### config.mk
export PLATFORM = sky130hd
export DESIGN_NAME = posit_dot_sequencer_flat
export DESIGN_NICKNAME = d
export VERILOG_FILES = /design/src/rtl/posit_dot_sequencer_pkg.sv /design/src/rtl/posit_dot_sequencer_if.sv /design/src/rtl/posit_dot_sequencer.sv /design/src/flat_wrapper.sv
export SDC_FILE = /design/constraint.sdc
export NUM_CORES = 1
export LEC_CHECK = 0
export CAP_MARGIN = 20
export CORE_MARGIN = 4
export CORE_UTILIZATION = 42
export DETAILED_ROUTE_END_ITERATION = 12
export PLACE_DENSITY = 0.83
export RECOVER_POWER = 50
export SYNTH_ARGS = -nofsm -noshare
export SYNTH_HDL_FRONTEND = slang
export SYNTH_SLANG_ARGS = --single-unit
### constraint.sdc
create_clock -name clock -period 2.1 [get_ports clock]
set_input_delay 0.21 -clock clock [delete_from_list [all_inputs] [get_ports clock]]
set_output_delay 0.21 -clock clock [all_outputs]
set_load 0.01 [all_outputs]
### src/rtl/posit_dot_sequencer_pkg.sv
// Shared definitions for the posit dot-product operand sequencer:
// default widths, EMA pipeline latency, special posit codes and FSM encoding.
package posit_dot_sequencer_pkg;

    localparam int DEF_N_BITS  = 16;
    localparam int DEF_LEN_W   = 8;
    localparam int DEF_EMA_LAT = 4;

    localparam logic [DEF_N_BITS-1:0] POSIT_ZERO = 16'h0000;
    localparam logic [DEF_N_BITS-1:0] POSIT_NAR  = 16'h8000;

    typedef enum logic [2:0] {
        IDLE   = 3'd0,
        CLEAR  = 3'd1,
        STREAM = 3'd2,
        DRAIN  = 3'd3,
        DONE   = 3'd4
    } seq_state_t;

endpackage

### src/rtl/posit_dot_sequencer_if.sv
// Operand-pair stream into the sequencer. A pair transfers on a rising clock
// edge where op_valid && op_ready; the producer holds op_a/op_b stable while op_valid waits.
interface posit_dot_sequencer_if #(
    parameter int N_BITS = 16
) ();
    logic              op_valid;
    logic              op_ready;
    logic [N_BITS-1:0] op_a;
    logic [N_BITS-1:0] op_b;

    modport master (
        output op_valid,
        output op_a,
        output op_b,
        input  op_ready
    );

    modport slave (
        input  op_valid,
        input  op_a,
        input  op_b,
        output op_ready
    );
endinterface

### src/rtl/posit_dot_sequencer.sv
// Sequences one dot-product job through the posit EMA unit: clear the accumulator,
// stream operand pairs, wait out the EMA latency, then capture the rounded result.
module posit_dot_sequencer
    import posit_dot_sequencer_pkg::*;
#(
    parameter int N_BITS  = DEF_N_BITS,
    parameter int LEN_W   = DEF_LEN_W,
    parameter int EMA_LAT = DEF_EMA_LAT
) (
    input  logic                 clock,
    input  logic                 reset,
    input  logic                 io_start,
    input  logic [LEN_W-1:0]     io_len,
    output logic                 io_busy,
    output logic                 io_done,
    output logic [N_BITS-1:0]    io_result,
    posit_dot_sequencer_if.slave op,
    output logic                 ema_clear,
    output logic                 ema_inValid,
    output logic [N_BITS-1:0]    ema_A,
    output logic [N_BITS-1:0]    ema_B,
    input  logic [N_BITS-1:0]    ema_positOut,
    input  logic                 ema_outValid,
    output seq_state_t           o_dbg_state
);

    localparam int DRAIN_W = $clog2(EMA_LAT + 1);

    seq_state_t           r_state;
    logic [LEN_W-1:0]     r_remaining;
    logic [DRAIN_W-1:0]   r_drain;
    logic                 r_zero_len;
    logic                 r_busy;
    logic                 r_ready;
    logic                 r_done;
    logic                 r_clear;
    logic                 r_in_valid;
    logic [N_BITS-1:0]    r_ema_a;
    logic [N_BITS-1:0]    r_ema_b;
    logic [N_BITS-1:0]    r_result;

    logic                 w_hs;
    logic                 w_last_pair;

    assign w_hs        = op.op_valid && r_ready;
    assign w_last_pair = (r_remaining == LEN_W'(1));

    always_ff @(posedge clock) begin
        if (reset) begin
            r_state     <= IDLE;
            r_remaining <= '0;
            r_drain     <= '0;
            r_zero_len  <= 1'b0;
            r_busy      <= 1'b0;
            r_ready     <= 1'b0;
            r_done      <= 1'b0;
            r_clear     <= 1'b0;
            r_in_valid  <= 1'b0;
            r_ema_a     <= '0;
            r_ema_b     <= '0;
            r_result    <= '0;
        end else begin
            // Pulse outputs default low; each state raises them for the next cycle only.
            r_clear    <= 1'b0;
            r_in_valid <= 1'b0;
            r_done     <= 1'b0;

            case (r_state)
                IDLE: begin
                    if (io_start) begin
                        r_remaining <= io_len;
                        r_zero_len  <= (io_len == '0);
                        r_busy      <= 1'b1;
                        r_clear     <= 1'b1;
                        r_state     <= CLEAR;
                    end
                end

                CLEAR: begin
                    if (r_zero_len) begin
                        r_drain <= DRAIN_W'(EMA_LAT);
                        r_state <= DRAIN;
                    end else begin
                        r_ready <= 1'b1;
                        r_state <= STREAM;
                    end
                end

                STREAM: begin
                    if (w_hs) begin
                        r_ema_a     <= op.op_a;
                        r_ema_b     <= op.op_b;
                        r_in_valid  <= 1'b1;
                        r_remaining <= r_remaining - LEN_W'(1);
                        if (w_last_pair) begin
                            r_ready <= 1'b0;
                            r_drain <= DRAIN_W'(EMA_LAT);
                            r_state <= DRAIN;
                        end
                    end
                end

                DRAIN: begin
                    // Zero-length jobs never wrote the EMA, so its outputs are not trusted.
                    if (r_drain != '0) begin
                        r_drain <= r_drain - DRAIN_W'(1);
                    end else if (r_zero_len) begin
                        r_result <= POSIT_ZERO;
                        r_done   <= 1'b1;
                        r_state  <= DONE;
                    end else if (ema_outValid) begin
                        r_result <= ema_positOut;
                        r_done   <= 1'b1;
                        r_state  <= DONE;
                    end
                end

                DONE: begin
                    r_busy  <= 1'b0;
                    r_state <= IDLE;
                end

                default: begin
                    r_busy  <= 1'b0;
                    r_ready <= 1'b0;
                    r_state <= IDLE;
                end
            endcase
        end
    end

    assign io_busy     = r_busy;
    assign io_done     = r_done;
    assign io_result   = r_result;
    assign op.op_ready = r_ready;
    assign ema_clear   = r_clear;
    assign ema_inValid = r_in_valid;
    assign ema_A       = r_ema_a;
    assign ema_B       = r_ema_b;
    assign o_dbg_state = r_state;

endmodule

### src/flat_wrapper.sv
// flat-port wrapper written by rule: the top's interface ports become plain ports
module posit_dot_sequencer_flat import posit_dot_sequencer_pkg::*;
#(
    parameter int N_BITS  = DEF_N_BITS,
    parameter int LEN_W   = DEF_LEN_W,
    parameter int EMA_LAT = DEF_EMA_LAT
)
  (clock, reset, io_start, io_len, io_busy, io_done, io_result, ema_clear, ema_inValid, ema_A, ema_B, ema_positOut, ema_outValid, o_dbg_state, op_op_valid, op_op_a, op_op_b, op_op_ready);
  posit_dot_sequencer_if #(.N_BITS(N_BITS)) op_i ();
  input  logic clock;
  input  logic reset;
  input  logic io_start;
  input  logic [LEN_W-1:0] io_len;
  output logic io_busy;
  output logic io_done;
  output logic [N_BITS-1:0] io_result;
  output logic ema_clear;
  output logic ema_inValid;
  output logic [N_BITS-1:0] ema_A;
  output logic [N_BITS-1:0] ema_B;
  input  logic [N_BITS-1:0] ema_positOut;
  input  logic ema_outValid;
  output seq_state_t o_dbg_state;
  input wire logic [$bits(op_i.op_valid)-1:0] op_op_valid;
  input wire logic [$bits(op_i.op_a)-1:0] op_op_a;
  input wire logic [$bits(op_i.op_b)-1:0] op_op_b;
  output wire logic [$bits(op_i.op_ready)-1:0] op_op_ready;
  assign op_i.op_valid = op_op_valid;
  assign op_i.op_a = op_op_a;
  assign op_i.op_b = op_op_b;
  assign op_op_ready = op_i.op_ready;
  posit_dot_sequencer #(.N_BITS(N_BITS), .LEN_W(LEN_W), .EMA_LAT(EMA_LAT)) u_core (.clock(clock), .reset(reset), .io_start(io_start), .io_len(io_len), .io_busy(io_busy), .io_done(io_done), .io_result(io_result), .op(op_i), .ema_clear(ema_clear), .ema_inValid(ema_inValid), .ema_A(ema_A), .ema_B(ema_B), .ema_positOut(ema_positOut), .ema_outValid(ema_outValid), .o_dbg_state(o_dbg_state));
endmodule
# After elaboration in Yosys (flattened, before gate mapping)
# Cells that the tools add are included.
[word_totals] ff_bits=68 latchBits=0 mem_bits_rw=0 rom_bits=0 input_bits=61 out_inout_bits=56 wordCells=81 n_memories=0
[op_classes] n_addsub=2 mul=0 div=0 order_cmp=0 eq_ne=13 n_shift=0 muxes=28 bitwise=6 n_reduce_logical=20
[ops] cell="two-way mux 16 bit" count=2
[ops] cell="two-way mux 3 bit" count=10
[ops] cell="two-way mux 8 bit" count=2
[ops] cell="case mux 8 bit (2 select lines)" count=1
[ops] cell="case mux 3 bit (4 select lines)" count=1
[ops] cell="AND reduction 5 bit" count=2
[ops] cell="two-way mux 1 bit" count=9
[ops] cell="case mux 3 bit (3 select lines)" count=1
[ops] cell="OR reduction 3 bit" count=3
[ops] cell="== test 8 x 1 -> 1 bit, second input constant" count=1
[ops] cell="logical NOT 8 bit" count=1
[ops] cell="inequality test 2 x 1 -> 1 bit, second input constant" count=4
[ops] cell="subtractor 8 x 1 -> 8 bit, second input constant" count=1
[ops] cell="== test 3 x 2 -> 1 bit, second input constant" count=2
[ops] cell="inequality test 2 bit, second input constant" count=3
[ops] cell="NOT 1 bit" count=6
[ops] cell="AND reduction 2 bit" count=3
[ops] cell="AND reduction 3 bit" count=2
[ops] cell="nonzero test 3 bit" count=2
[ops] cell="AND reduction 4 bit" count=1
[ops] cell="nonzero test 2 bit" count=2
[ops] cell="OR reduction 2 bit" count=2
[ops] cell="== test 3 x 1 -> 1 bit, second input constant" count=1
[ops] cell="== test 3 bit, second input constant" count=1
[ops] cell="other kinds (6)" count=6

# Logic depth before layout (Yosys ltp)
# Gate-level depths: netlist (run 1).
[logic_depth] depth_word=4 mapped_depth=8 depth_no_buf=6

# Worst setup path before layout (run 1)
# Ideal clock, no wire load.
[synth_path] kind="reg2reg" start="reg u_core.r_drain[0]" end="reg u_core.r_result[10], in the netlist u_core.io_result[10]" setup_ns=0.117 arrival_ns=1.603 required_ns=1.983 slack_ns=0.380 path_stages_with_launch=9 path_buffers=2 synth_period_minus_slack_ns=1.720 cell_sequence="dfxtp_1 inv_1 ha_1 nor2b_1 o21ai_1 o21ba_1 clkbuf_1 buf_2 a22o_1"
[synth_between] elab_chain_cells=3
[synth_lines] element="from (decl)" line="posit_dot_sequencer.sv:31" source="logic [DRAIN_W-1:0] r_drain;"
[synth_lines] element="from (signal assigned)" line="posit_dot_sequencer.sv:81" source="r_drain <= DRAIN_W'(EMA_LAT);"
[synth_lines] element="from (signal assigned)" line="posit_dot_sequencer.sv:97" source="r_drain <= DRAIN_W'(EMA_LAT);"
[synth_lines] element="from (signal assigned)" line="posit_dot_sequencer.sv:106" source="r_drain <= r_drain - DRAIN_W'(1);"
[synth_lines] element="nonzero test 3 bit" line="posit_dot_sequencer.sv:105" source="if (r_drain != '0) begin"
[synth_lines] element="NOT 1 bit (no line)"
[synth_lines] element="AND reduction 3 bit (no line)"
[synth_lines] element="to (signal assigned)" line="posit_dot_sequencer.sv:112" source="r_result <= ema_positOut;"
[synth_lines] element="to (decl)" line="posit_dot_sequencer.sv:40" source="logic [N_BITS-1:0] r_result;"
# Every way passes these cells.
# A chain may end at the register's enable or synchronous reset.

# Worst setup path after layout (run 1)
[layout_path] start="reg u_core.r_state[1], in the netlist u_core.o_dbg_state[1]" end="reg u_core.r_remaining[3]"
[layout_between] elab_chain_cells=3 word_cells_on_any_way=7 classes_between="eq/ne (3); mux (1); reduce/logical (3)"
[layout_lines] element="from (decl)" line="posit_dot_sequencer.sv:29" source="seq_state_t r_state;"
[layout_lines] element="from (signal assigned)" line="posit_dot_sequencer.sv:50" source="r_state <= IDLE;"
[layout_lines] element="from (signal assigned)" line="posit_dot_sequencer.sv:75" source="r_state <= CLEAR;"
[layout_lines] element="from (signal assigned)" line="posit_dot_sequencer.sv:82" source="r_state <= DRAIN;"
[layout_lines] element="== test 3 x 2 -> 1 bit or logical NOT 3 bit (tied branches)" line="posit_dot_sequencer.sv:68" source="case (r_state)"
[layout_lines] element="inequality test 2 x 1 -> 1 bit (no line) (tied with other cells)"
[layout_lines] element="AND reduction 3 bit (no line)"
[layout_lines] element="to (signal assigned)" line="posit_dot_sequencer.sv:71" source="r_remaining <= io_len;"
[layout_lines] element="to (signal assigned)" line="posit_dot_sequencer.sv:94" source="r_remaining <= r_remaining - LEN_W'(1);"
[layout_lines] element="to (decl)" line="posit_dot_sequencer.sv:30" source="logic [LEN_W-1:0] r_remaining;"
# Several ways; a longest one is shown, not always the timed one.

==> summary.txt, run 1 <==
Global route
  • GR Overflow Total: 0
  • Largest net degree at the start of global routing: between 40 and 50
  • Vias in the first global route: between 2000 and 3000
  • First-pass GRT wire length: around 12000 um
  • GRT Overall Usage: between 10% and 20%
  • Initial antenna violation count: 0

Timing
  • Least-Margin Pin Slew: 636 ps
  • Final hold violation count: 0
  • Fmax: approximately 0.53 GHz
  • Slew Limit Fails: 0
  • Final Cycle Share: slightly below 90%
  • Relative slew slack: 57.6%
  • Final setup TNS: 0 ps
  • Worst setup margin: 227 ps
  • Final min period: approximately 1900 ps
  • Max Clock Skew: ~7.2 ps
  • RSZ-0062 raised after global routing: no
  • Final-report setup violation count: 0

Synthesis
  • Yosys cell types: 39
  • Synth warnings: 0
  • Syn_nets: ~380
  • Compound-Gate Fraction of Synth Area: a little over a fifth
  • Adder-cell share of the synthesized area: under 10%
  • Synth Cell Area: 2700 um2
  • Mux share of post-synthesis cell area: 0%
  • XOR/XNOR share of the synthesized area: 0%
  • Largest family of logic cells by synthesized area: simple AND/OR/NAND/NOR gates
  • Simple-Gate Fraction of Synth Area: a little over a fifth
  • Syn avg cell area: between 8 and 9 um2
  • Post-Synthesis Cells: between 300 and 400
  • Sequential share of the synthesized area: between 50% and 60%
  • Synth Register Bits: 68

Floorplan
  • Rows: 28
  • Total core area: around 6000 um2
  • Die area: about 7800 um2
  • Top Ports: approximately 120
  • Die W: just under 90 um
  • Starting Density: between 40 and 50%
  • Die H: 88.2 um

Place
  • Placement Setup Slack: approximately 290 ps
  • IO buf count: 116
  • Dpl hpwl: about 5400 um
  • Placed Area: between 3000 and 4000 um2
  • Placer Congestion: 0.837

Clocking
  • H-tree level count: 3
  • Post-CTS Resized: 0
  • Clk pin slew, worst setup/hold paths: ~70 ps
  • Root Buffer: clkbuf_8
  • # Post-CTS Setup Buffers: 0
  • Clk sink count: 68
  • TritonCTS clock tree: built
  • CTS max path bufs: 2
  • # hold bufs at CTS: 0
  • Clk_lat worst skew: 340 ps
  • Inserted Clock Buffers: 9

Power and ir drop
  • Pwr dens: around 750 nW/um2
  • Leak: about 1.6 nW
  • Max IR drop VDD: approximately 0.48 mV

Setup path
  • Crit-path max FO: 9
  • CP top delay family: compound AO/OA/AOI/OAI gates
  • Reg2reg start: u_core.o_dbg_state[1]
  • CP peak stage delay: 500 ps
  • R2r setup slk: 230 ps
  • FF-to-FF End: u_core.r_remaining[3]
  • Reg2Reg Depth: 5
  • Crit. End Element: flop
  • Data arrival time of the worst path: 2140 ps
  • Worst path slowest cell: dfxtp_1
  • WS Path Type: reg -> reg
  • Critical Path Source Type: flop
  • Worst endpoint required time: approximately 2400 ps
  • Cells along the critical path: clkbuf_1 -> nand3_1 -> a211oi_2 -> o21ai_0 -> a21oi_1
  • Buf/Inv on CP: 1

Drt
  • Post-Route WL: 7510 um
  • Routed wire per std cell: 14.8 um
  • Initial drt markers: 80
  • Routed Antenna Nets: 0
  • Drt pass-1 iters: 4
  • Vias/cell: between 5 and 6
  • Drc violations: 0
  • Via count: between 2000 and 3000

Cells and area
  • Diode count: 0
  • Layout cells sized above 1: ~7%
  • Final instance area: 4140 um2
  • Area Overhead vs Synth: 53.3%
  • Layout net count: 491
  • Most common cell after layout, fill and taps aside: nand2_1
  • Most frequent cells in the layout: nand2_1, dfxtp_1, clkdlybuf4s50_1, dlygate4sd3_1, a21oi_1

Hold path
  • WHS Endpoint: u_core.r_remaining[2]
  • Min-Delay Path Class: in -> reg
  • WHS Path Cells: 2
  • Hold_sp: reset

Run
  • Max-cap viol count: 0

Status
  • Status: finished clean
-- flip-flops by register name, summed over array words and instances, names as in the netlist --
| name | count |
|---|---|
| u_core.io_busy | 1 |
| u_core.ema_B | 16 |
| u_core.o_dbg_state | 3 |
| u_core.ema_inValid | 1 |
| u_core.io_done | 1 |
| u_core.r_remaining | 8 |
| u_core.ema_clear | 1 |
| u_core.r_drain | 3 |
| u_core.ema_A | 16 |
| u_core.op.op_ready | 1 |
| u_core.io_result | 16 |
| u_core.r_zero_len | 1 |
-- cells by family (layout without fill, tap and decap cells) --
logic type      after synthesis  after routing
buf+inv                      25            145
compound gates               93             93
simple gates                121            121
flops                        68             68
fa+ha+maj                     4              4
-- per-layer routing --
layer | up-vias | routed length (um) | GRT usage (%) | part of all wire [%]
li1 | 1324 | - | - | -
met1 | 1219 | 3060 | 22.6 | 41
met2 | 98 | 3410 | 30.5 | 45
met3 | 14 | 854 | 8.56 | 11
met4 | 0 | 184 | 9.75 | 2.5
met5 | - | 0 | 0 | 0
-- where the power goes --
group | switching (mW) | internal [mW] | leakage (nW)
Sequential | 0.0574 | 1.34 | 0.550
Clock | 0.508 | 0.701 | 0.116
Combinational | 0.241 | 0.251 | 0.948
-- Yosys cell counts --
library cell / instances / share of area (%)
nand2_1: 71 / 9.9
dfxtp_1: 68 / 50
a21oi_1: 44 / 8.2
a22o_1: 16 / 5.2
nor3_1: 14 / 2.6
o21ai_0: 12 / 2.2
buf_2: 10 / 1.9
clkbuf_1: 10 / 1.4
nor2_1: 9 / 1.3
inv_1: 5 / 0.70
and2_1: 4 / 0.93
ha_1: 4 / 1.9
a211oi_1: 3 / 0.83
nand2b_1: 3 / 0.70
nor4_1: 3 / 0.70
o21ai_1: 3 / 0.56
or3_1: 3 / 0.70
a31oi_1: 2 / 0.46
nand3_1: 2 / 0.37
nor2b_1: 2 / 0.46
nor4_4: 2 / 1.6
o21a_1: 2 / 0.56
o32ai_1: 2 / 0.65
o41ai_1: 2 / 0.65
a2111oi_2: 1 / 0.56
a211o_1: 1 / 0.32
a211oi_2: 1 / 0.46
a21o_1: 1 / 0.28
nand3b_1: 1 / 0.28
nor3b_1: 1 / 0.28
nor3b_2: 1 / 0.46
nor4_2: 1 / 0.46
o211ai_1: 1 / 0.28
o21ba_1: 1 / 0.37
o31a_1: 1 / 0.32
or3b_1: 1 / 0.32
or3b_2: 1 / 0.32
or4_1: 1 / 0.28
or4b_1: 1 / 0.37
-- area by class of cell --
cell class / count / area, um2
timing repair buffer: 124 / 1210
clock buffer: 10 / 138
fill: 502 / 1960
tap: 75 / 93.8
multi-input combinational: 218 / 1230
clock inverter: 6 / 87.6
inverter: 5 / 18.8
sequential: 68 / 1360
-- per-stage QoR --
| step | std cells | total power, mW | util [%] | hold slack, ps |
|---|---|---|---|---|
| final | 506 | 3.10 | 67.9 | 225 |
| after global routing | 506 | 3.24 | 67.9 | 225 |
| after CTS | 506 | 3.14 | 68.1 | 199 |
| after detailed placement | 490 | 1.93 | 64.4 | 446 |
| after global placement | 490 | 1.92 | 64.4 | 440 |
| after floorplan | 311 | 1.68 | - | 336 |
-- worst max-delay path by stage --
stage                                      from                     to  slack [ps]  cells after the start
after floorplan               u_core.r_drain[0]   u_core.io_result[10]         380                      8
after global placement    u_core.o_dbg_state[0]   u_core.io_result[15]         360                      3
after detailed placement  u_core.o_dbg_state[2]    u_core.io_result[2]         290                      3
after CTS                 u_core.o_dbg_state[2]    u_core.io_result[2]         240                      3
after global routing      u_core.o_dbg_state[2]        u_core.ema_B[1]          70                      6
final                     u_core.o_dbg_state[1]  u_core.r_remaining[3]         230                      5
No activity file was read; power rests on OpenSTA's default activity.
==> inputs of run 2 (changes only) <==
PLACE_DENSITY = 0.8   (was 0.83)
SKIP_LAST_GASP = 1   (was default)
==> summary.txt, run 2 (synthesis results as in run 1) <==
Setup path
  • Critical Path Source Type: flop
  • Data arrival time of the worst path: 2180 ps (+40 ps)
  • Crit. End Element: flop
  • WS Path Type: reg -> reg
  • Crit-path max FO: 16 (+7)
  • Worst endpoint required time: 2370 ps (about the same)

Drt
  • Routed wire per std cell: 14.4 um (-2.7%)
  • Vias/cell: 5.22 (-0.53%)
  • DR WL met2: 3500 um (+2.6%)
  • Initial drt markers: 66 (-18%)
  • Drc violations: 0 (unchanged)
  • Routed Antenna Nets: 0 (unchanged)
  • Metal1 wirelength: 3040 um (-0.72%)
  • Post-Route WL: 7300 um (-2.7%)
  • Max layer used: met4
  • Via count: 2641 (-0.53%)
  • Metal3 WL: 707 um (-17%)
  • Drt pass-1 iters: 5 (+1)

Floorplan
  • Rows: 28 (unchanged)
  • Die area: 7780 um2 (unchanged)
  • Top Ports: 117 (unchanged)
  • Die H: 88.2 um (unchanged)
  • Total core area: 6100 um2 (unchanged)
  • Starting Density: 44.3% (unchanged)
  • Die W: 88.2 um (unchanged)

Timing
  • Final setup TNS: 0 ps (unchanged)
  • Slew Limit Fails: 0 (unchanged)
  • RSZ-0062 raised after global routing: no
  • Fmax: 0.523 GHz (-2.1%)
  • Final Cycle Share: 91.1% (+1.9 points)
  • Relative slew slack: 46.8% (-11 points)
  • Final hold violation count: 0 (unchanged)
  • Final-report setup violation count: 0 (unchanged)
  • Max Clock Skew: 12.2 ps (+4.96 ps)
  • Least-Margin Pin Slew: 792 ps (+156 ps)
  • Final min period: 1910 ps (+40.5 ps)

Global route
  • GRT Overall Usage: 19.0% (-0.49 points)
  • GR Overflow Total: 0 (unchanged)
  • Initial antenna violation count: 0 (unchanged)
  • Vias in the first global route: 2585 (-0.35%)
  • Largest net degree at the start of global routing: 47 (+2.2%)
  • First-pass GRT wire length: 11700 um (-0.17%)

Cells and area
  • Layout cells sized above 1: 7.66% (+0.46 points)
  • Most frequent cells in the layout: nand2_1, dfxtp_1, clkdlybuf4s50_1, dlygate4sd3_1, a21oi_1
  • Area of the multi-input gates: 1230 um2 (unchanged)
  • Fillers: 518 (+3.2%)
  • FF/Latch Area: 1360 um2 (unchanged)
  • Area Overhead vs Synth: 54.4%
  • Final cell count without fillers: 506 (unchanged)
  • Most common cell after layout, fill and taps aside: nand2_1
  • Layout net count: 491 (unchanged)
  • Diode count: 0 (unchanged)

Status
  • Status: finished clean

Run
  • Max-cap viol count: 0 (unchanged)

Place
  • DP Cell Count: 490 (unchanged)
  • Dpl hpwl: 5150 um (-4.2%)
  • IO buf count: 116 (unchanged)
  • Placer Congestion: 0.810 (-3.2%)

Clocking
  • H-tree level count: 3 (unchanged)
  • CTS max path bufs: 2 (unchanged)
  • # Post-CTS Setup Buffers: 0 (unchanged)
  • Inserted Clock Buffers: 9 (unchanged)
  • Clk sink count: 68 (unchanged)
  • Clk pin slew, worst setup/hold paths: 70 ps (about the same)
  • Clk_lat worst skew: 330 ps (about the same)
  • Post-CTS Resized: 0 (unchanged)
  • # hold bufs at CTS: 0 (unchanged)
  • Root Buffer: clkbuf_8
  • TritonCTS clock tree: built

Power and ir drop
  • Leak: 1.62 nW (+0.39%)
  • Pwr dens: 752 nW/um2 (+0.44%)
  • Max IR drop VDD: 0.599 mV (+25%)

Hold path
  • Min-Delay Path Class: in -> reg
==> run 2: cell types whose count changed in the layout (fill, tap and decap cells not counted) <==
cell and delta:
clkbuf_1 -2, clkinv_2 -2, clkinvlp_4 +2, buf_12 +1
buf_4 +1, clkbuf_8 +1, clkinv_4 -1, o21ai_0 -1
o21ai_1 +1
==> run 2: power by group <==
part / internal, mW / switching (mW)
logic: 0.261 / 0.249
clock network: 0.736 / 0.502
registers: 1.34 / 0.0461
total: 2.34 / 0.797
==> run 2: final timing paths <==
| check | startpoint | endpoint | slack, ps | cells past startpoint |
|---|---|---|---|---|
| worst max-delay path | u_core.o_dbg_state[2] | u_core.io_result[0] | 190 | 3 |
| worst min-delay path | reset | u_core.r_zero_len | 210 | 2 |
| worst max register to register | u_core.o_dbg_state[2] | u_core.io_result[0] | 190 | 3 |
| worst min register to register | u_core.ema_B[1] | u_core.ema_B[1] | 450 | 2 |
==> run 2: final cells by class <==
cell class	count	area share, %
Clock inverter	5	2.01
Multi-Input combinational cell	218	29.6
Clock buffer	11	3.63
Inverter	5	0.450
Timing Repair Buffer	124	29.4
Tap cell	75	2.25
Sequential cell	68	32.6
==> run 2: per-stage QoR <==
stage          setup slack, ps  utilization [%]  instance area, um2  power, mW  hold WS, ps
5_1_grt                   5.86             68.4                4170       3.28          224
6_report                   186             68.4                4170       3.14          206
3_3_place_gp               297             64.6                3940       1.92          441
3_5_place_dp               185             64.6                3940       1.93          449
4_1_cts                    194             68.5                4170       3.17          195
2_1_floorplan              380                -                2700       1.68          336
==> run 2: metal layers <==
layer  global-route usage (%)  vias to the layer above
met5                        0                        -
met4                     6.73                        0
met3                     7.43                        9
met2                     31.0                       91
met1                     22.6                     1217
li1                         -                     1324
==> run 2: critical path: stages (launching register included) <==
cell and delay (ps):
dfxtp_1 450, nand3b_1 420, nor4_4 760, a22o_1 230
